## config.mk

```make
export PLATFORM = sky130hd
export DESIGN_NAME = e_term_loopback_cfg
export DESIGN_NICKNAME = d
export VERILOG_FILES = /design/src/rtl/e_term_loopback_cfg.sv
export SDC_FILE = /design/constraint.sdc
export NUM_CORES = 1
export LEC_CHECK = 0
export ABC_AREA = 0
export ABC_CLOCK_PERIOD_IN_PS = 2000
export CORE_AREA = 2 2 120 122
export CTS_CLUSTER_DIAMETER = 80
export DETAILED_ROUTE_END_ITERATION = 10
export DIE_AREA = 0 0 122 124
export PLACE_DENSITY = 0.73
export SETUP_SLACK_MARGIN = 0.1
export SLEW_MARGIN = 20
export SYNTH_ARGS = -nofsm -noshare
export SYNTH_HDL_FRONTEND = slang
export SYNTH_SLANG_ARGS = --single-unit
```

## constraint.sdc

```tcl
create_clock -name UserCLK -period 2 [get_ports UserCLK]
set_input_delay 0.5 -clock UserCLK [delete_from_list [all_inputs] [get_ports UserCLK]]
set_output_delay 0.5 -clock UserCLK [all_outputs]
set_load 0.005 [all_outputs]
```

## src/rtl/e_term_loopback_cfg.sv

```systemverilog
// East-edge termination switch matrix: loops END wires back onto BEG wires in bit-reversed order,
// with per-group bypass / pipelined / tie-low / PRBS modes loaded through a serial config chain.
module e_term_loopback_cfg #(
  parameter int unsigned WIDTH      = 48,
  parameter int unsigned GROUP_W    = 4,
  parameter int unsigned NUM_GROUPS = 12,
  parameter int unsigned PIPE_DEPTH = 2,
  parameter logic [15:0] LFSR_SEED  = 16'hACE1
) (
  input  logic             UserCLK,
  input  logic             rst,
  input  logic [WIDTH-1:0] end_in,
  output logic [WIDTH-1:0] beg_out,
  input  logic             cfg_shift_en,
  input  logic             cfg_data_in,
  input  logic             cfg_load,
  output logic             cfg_data_out
);

  localparam int unsigned CFG_W = 2 * NUM_GROUPS;

  localparam logic [1:0] ModeBypass = 2'b00;
  localparam logic [1:0] ModePipe   = 2'b01;
  localparam logic [1:0] ModeTie0   = 2'b10;
  localparam logic [1:0] ModePrbs   = 2'b11;

  logic [CFG_W-1:0] r_shadow;
  logic [CFG_W-1:0] r_active;
  logic [WIDTH-1:0] r_pipe [PIPE_DEPTH];
  logic [15:0]      r_lfsr;

  logic [WIDTH-1:0] w_rev;
  logic [WIDTH-1:0] w_prbs;
  logic             w_any_prbs;
  logic             w_lfsr_fb;

  for (genvar i = 0; i < WIDTH; i++) begin : g_map
    assign w_rev[i]  = end_in[WIDTH-1-i];
    assign w_prbs[i] = r_lfsr[i % 16];
  end

  // Load samples the pre-shift shadow, so a same-cycle shift only affects the next commit.
  always_ff @(posedge UserCLK) begin
    if (rst) begin
      r_shadow <= '0;
      r_active <= '0;
    end else begin
      if (cfg_load) begin
        r_active <= r_shadow;
      end
      if (cfg_shift_en) begin
        r_shadow <= {r_shadow[CFG_W-2:0], cfg_data_in};
      end
    end
  end

  assign cfg_data_out = r_shadow[CFG_W-1];

  // Delay line runs on every wire regardless of mode so PIPE groups never see a refill bubble.
  always_ff @(posedge UserCLK) begin
    if (rst) begin
      for (int k = 0; k < int'(PIPE_DEPTH); k++) begin
        r_pipe[k] <= '0;
      end
    end else begin
      r_pipe[0] <= w_rev;
      for (int k = 1; k < int'(PIPE_DEPTH); k++) begin
        r_pipe[k] <= r_pipe[k-1];
      end
    end
  end

  always_comb begin
    w_any_prbs = 1'b0;
    for (int g = 0; g < int'(NUM_GROUPS); g++) begin
      if (r_active[2*g +: 2] == ModePrbs) begin
        w_any_prbs = 1'b1;
      end
    end
  end

  assign w_lfsr_fb = r_lfsr[15] ^ r_lfsr[13] ^ r_lfsr[12] ^ r_lfsr[10];

  always_ff @(posedge UserCLK) begin
    if (rst) begin
      r_lfsr <= LFSR_SEED;
    end else if (w_any_prbs) begin
      r_lfsr <= {r_lfsr[14:0], w_lfsr_fb};
    end
  end

  always_comb begin
    beg_out = '0;
    for (int g = 0; g < int'(NUM_GROUPS); g++) begin
      unique case (r_active[2*g +: 2])
        ModeBypass: beg_out[g*GROUP_W +: GROUP_W] = w_rev[g*GROUP_W +: GROUP_W];
        ModePipe:   beg_out[g*GROUP_W +: GROUP_W] = r_pipe[PIPE_DEPTH-1][g*GROUP_W +: GROUP_W];
        ModeTie0:   beg_out[g*GROUP_W +: GROUP_W] = '0;
        ModePrbs:   beg_out[g*GROUP_W +: GROUP_W] = w_prbs[g*GROUP_W +: GROUP_W];
      endcase
    end
  end

endmodule

```

# Yosys cells after proc, flatten, opt, wreduce, memory -nomap -nowiden
# Memories as Yosys holds them, arrays and structs flattened.
# Index checks and enable logic that the tools add are counted.
# W data, S select, Z words.
# classes
reduce_logical	12
eq_ne	36
n_bitwise	5
n_mux	29
# ops
operator	count
$pmux W4 S4	12
$mux W48	2
$eq A2 B2 Y1 const B	24
$eq A2 B1 Y1 const B	12
$logic_not A2 Y1	12
$mux W1	15
$xor A1 B1 Y1	3
$or A1 B1 Y1	2
# word_totals
ram_bits	96
mem_count	1
register_bits	64
wordCells	86
# memory_table
name	words	width	rd	rd_ports_with_merged_regs	write_ports	line_no	source
r_pipe	2	48	2	0	2	29	logic [WIDTH-1:0] r_pipe [PIPE_DEPTH];

# Depth between registers and ports, before layout
# logic_depth
word_depth	13
mapped_depth	6
ltp_nobuf	4

# Least setup slack after synthesis
# OpenSTA, ideal clock, no wires.
# synth_timing
path_type	register to output
from	register r_active[13]
to	output beg_out[25]
arrival_ps	1095
path_slack_ps	405
path_buffers	1
required_time_ps	1500
stages_incl_launch_ff	4
cell_sequence	dfxtp_1 clkbuf_1 mux2_2 a22o_1
# synth_between
elab_chain_len	2
# synth_rtl
item	line_no	source
from (decl)	28	logic [CFG_W-1:0] r_active;
from (signal assigned)	49	r_active <= r_shadow;
$eq A2 B2 Y1, or another cell as far along	95	unique case (r_active[2*g +: 2])
$pmux W4 S4 (*)	95	
to (decl)	13	output logic [WIDTH-1:0] beg_out,
# Mark *: on every way between the ends. The rest lies on a longest branch, timed or not.

# Worst setup path after layout
# layout_timing
from	register r_active[3]
to	output beg_out[7]
# Same word-level chain as after synthesis.

==> impl_metrics.csv <==
group,metric,value,unit
die,rows,43,
layout,diodes,0,
critical_path,cp_max_fo,4,
power_and_ir_drop,p_total,6950,uW
yosys,synthCells,553,
layout,drive_gt1_share,31.3,%
die,start_util,44.1,%
critical_path,worstSetupEndpointType,"output port",
place,hpwl,9180,microns
critical_path,worst-setup-path-type,"reg2out",
global_routing,antenna_found_initial,0,
yosys,synth-seq-area-share,52.9,%
critical_path,crit_arrival,1.53,ns
power_and_ir_drop,pwr-share-seq,47.4,%
yosys,syn_avg_cell_area,11.0,sq um
yosys,syn-cell-area,6060,sq um
layout,nets,746,
power_and_ir_drop,intPower,5550,uW
die,die_h,124,microns
min_path,hp-class,"reg2reg",
cts,cts_tree,"done",
sta,worst_hold_slack,0.431,ns
detailed_routing,firstDrtPassIters,4,
sta,fin_worst_skew,0.00492,ns
global_routing,grt_max_degree,76,
global_routing,grt_first_pass_wirelength,22800,microns
power_and_ir_drop,leakage,0.00359,uW
critical_path,crit_path_start_kind,"flip-flop",
detailed_routing,drtIter0Drc,188,
layout,post-route-util,60.3,%
cts,clockRootBuffer,"clkbuf_16",
power_and_ir_drop,switching_share,20.1,%
critical_path,cp_data_required_time,1.50,ns
cts,cts-buffers-inserted,17,
global_routing,grtUsageTotal,19.7,%
detailed_routing,avgViaCountPerCell,4.94,
detailed_routing,finalWirelength,14400,microns
die,core,13700,sq um
layout,num-fill-cells,1137,
layout,regArea,3260,sq um
sta,hold_violations,0,
yosys,synth_largest_area_cell,"dfxtp_1",
layout,final_cells,884,
cts,cts_sinks,160,
detailed_routing,via_count,4369,
yosys,syn_nets,606,
power_and_ir_drop,p_clk_share,45.6,%
cts,path_clk_slew,0.06,ns
yosys,ys_types,17,
sta,grt_setup_unrepaired,"true",
power_and_ir_drop,ir_drop,574,uV
die,die_area,15100,sq um
cts,clockBufferDepth,2,
detailed_routing,antenna_left,0,
yosys,synth.top_cell.area_share,52.9,%
detailed_routing,routedWlPerCell,16.3,microns
die,io_pins,102,
global_routing,grt_pass1_vias,4469,
yosys,synth-warning-count,0,
place,io_buffer_count,101,
power_and_ir_drop,switching_power,1400,uW
layout,multi_input_area,2880,sq um
sta,fmax,492,MHz
place,place_congestion,0.825,
die,fp.dieW,122,microns
sta,tightest_slew,0.341,ns
global_routing,gr-total-overflow,0,
flow_run,maxCapViolCount,0,
sta,worst_slack,-0.0316,ns
sta,fin_crit,2.03,ns
detailed_routing,drc,0,
status,violations,"negative setup slack",
yosys,yosys-top-cells-area,"dfxtp_1 53%, mux2i_1 11%, nor2b_1 9.9%",
status,status,"complete, but fails checks",
power_and_ir_drop,pwr-share-comb,7.0,%
cts,clkLatencyLatePin,0.41,ns
sta,fin_crit_sh,102,%
yosys,synth_seq_cells,160,
place,place_ws,-0.151,ns
cts,cts.htree.levels,4,
sta,slew_headroom,77.3,%
sta,drv_slew,0,
sta,setup_viol,14,
power_and_ir_drop,powerDensity,839,nW/um^2
layout,areaGrowthSynthToFinish,36.7,%
place,dp_cells,822,
-- flip-flops by register name, summed over array words and instances, names as in the netlist --
signal    cells
r_pipe       96
r_lfsr       16
r_shadow     24
r_active     24
-- power groups by stage --
stage                     clock network, uW  logic [uW]  registers (uW)
after floorplan                           0         249            3360
after global placement                    0         508            3370
after detailed placement                  0         514            3370
after CTS                              3210         489            3290
after global routing                   3350         527            3300
final                                  3170         487            3290
-- critical path: stages, from the launching register on --
cell and delay, ns:
dfxtp_4 0.36, buf_4 0.14, mux2_4 0.28, a22o_1 0.21, buf_2 0.13
-- cell families after synthesis --
logic type                Yosys count  share of synthesized area [%]
AOI/OAI and AO/OA                  54                           7.85
and+or+nand+nor                   186                           16.1
xor gates and xnor gates            3                          0.434
buffers and inverters              38                           3.26
muxes                             112                           19.5
DFF                               160                           52.9
-- metrics by stage --
step	setup TNS (ns)	area, sq um
after detailed placement	-5.43	7320
after global routing	-1.32	8280
after CTS	-0.413	8210
after floorplan	0	6060
final	-0.162	8280
after global placement	-5.22	7320
-- Yosys cell counts, drive strengths merged --
master    n
or3       1
a22o     48
xor2      1
nand2     3
clkbuf   19
nor2b    96
a22oi     6
buf      19
nor2     73
xnor2     2
mux2i    64
dfxtp   160
nor3      1
nand2b   12
mux2     48
-- cells in the final DEF (no fill, tap or decap), drive strengths merged --
master         instances
xnor2                  2
buf                  107
nor2                  73
bufinv                 2
nand2b                12
a22oi                  6
xor2                   1
nand2                  3
clkdlybuf4s50         52
mux2                  48
nor3                   1
clkbuf                24
clkinv                 4
or3                    1
dfxtp                160
nor2b                 96
a22o                  48
mux2i                 64
-- worst paths after layout --
| path | startpoint | to | slack [ns] | cells past startpoint |
|---|---|---|---|---|
| hold reg to reg | r_pipe[0][0]$_SDFF_PP0_ | r_pipe[0][48]$_SDFF_PP0_ | 0.43 | 1 |
| setup / recovery | r_active[3]$_SDFFE_PP0P_ | beg_out[7] | -0.03 | 4 |
| setup reg to reg | r_active[11]$_SDFFE_PP0P_ | r_lfsr[10]$_SDFFE_PP1P_ | 0.15 | 7 |
| hold / removal | r_pipe[0][0]$_SDFF_PP0_ | r_pipe[0][48]$_SDFF_PP0_ | 0.43 | 1 |
-- layer usage --
| metal | wire [microns] | GRT usage (%) | up-vias |
|---|---|---|---|
| met1 | 6810 | 25.8 | 2101 |
| met4 | 225 | 6.82 | 0 |
| met5 | 0 | 0 | - |
| met3 | 620 | 4.44 | 16 |
| li1 | - | - | 2162 |
| met2 | 6790 | 32.1 | 90 |
-- area by class of cell --
class	instances	share of cell area (%)
Clock buffer	24	6.06
Multi-Input combinational cell	355	34.8
Tap cell	180	2.72
Sequential cell	160	39.4
Clock inverter	6	0.967
Timing Repair Buffer	159	16.0
-- repair_timing --
action / CTS / global route
setup endpoints to repair: 48 / 50
pin swaps: 18 / 11
cloned: 0 / 1
buffers inserted: 28 / 3
hold buffers: 0 / 0
gates resized for setup: 298 / 13
Note: power is estimated with default switching activity, not from simulation.
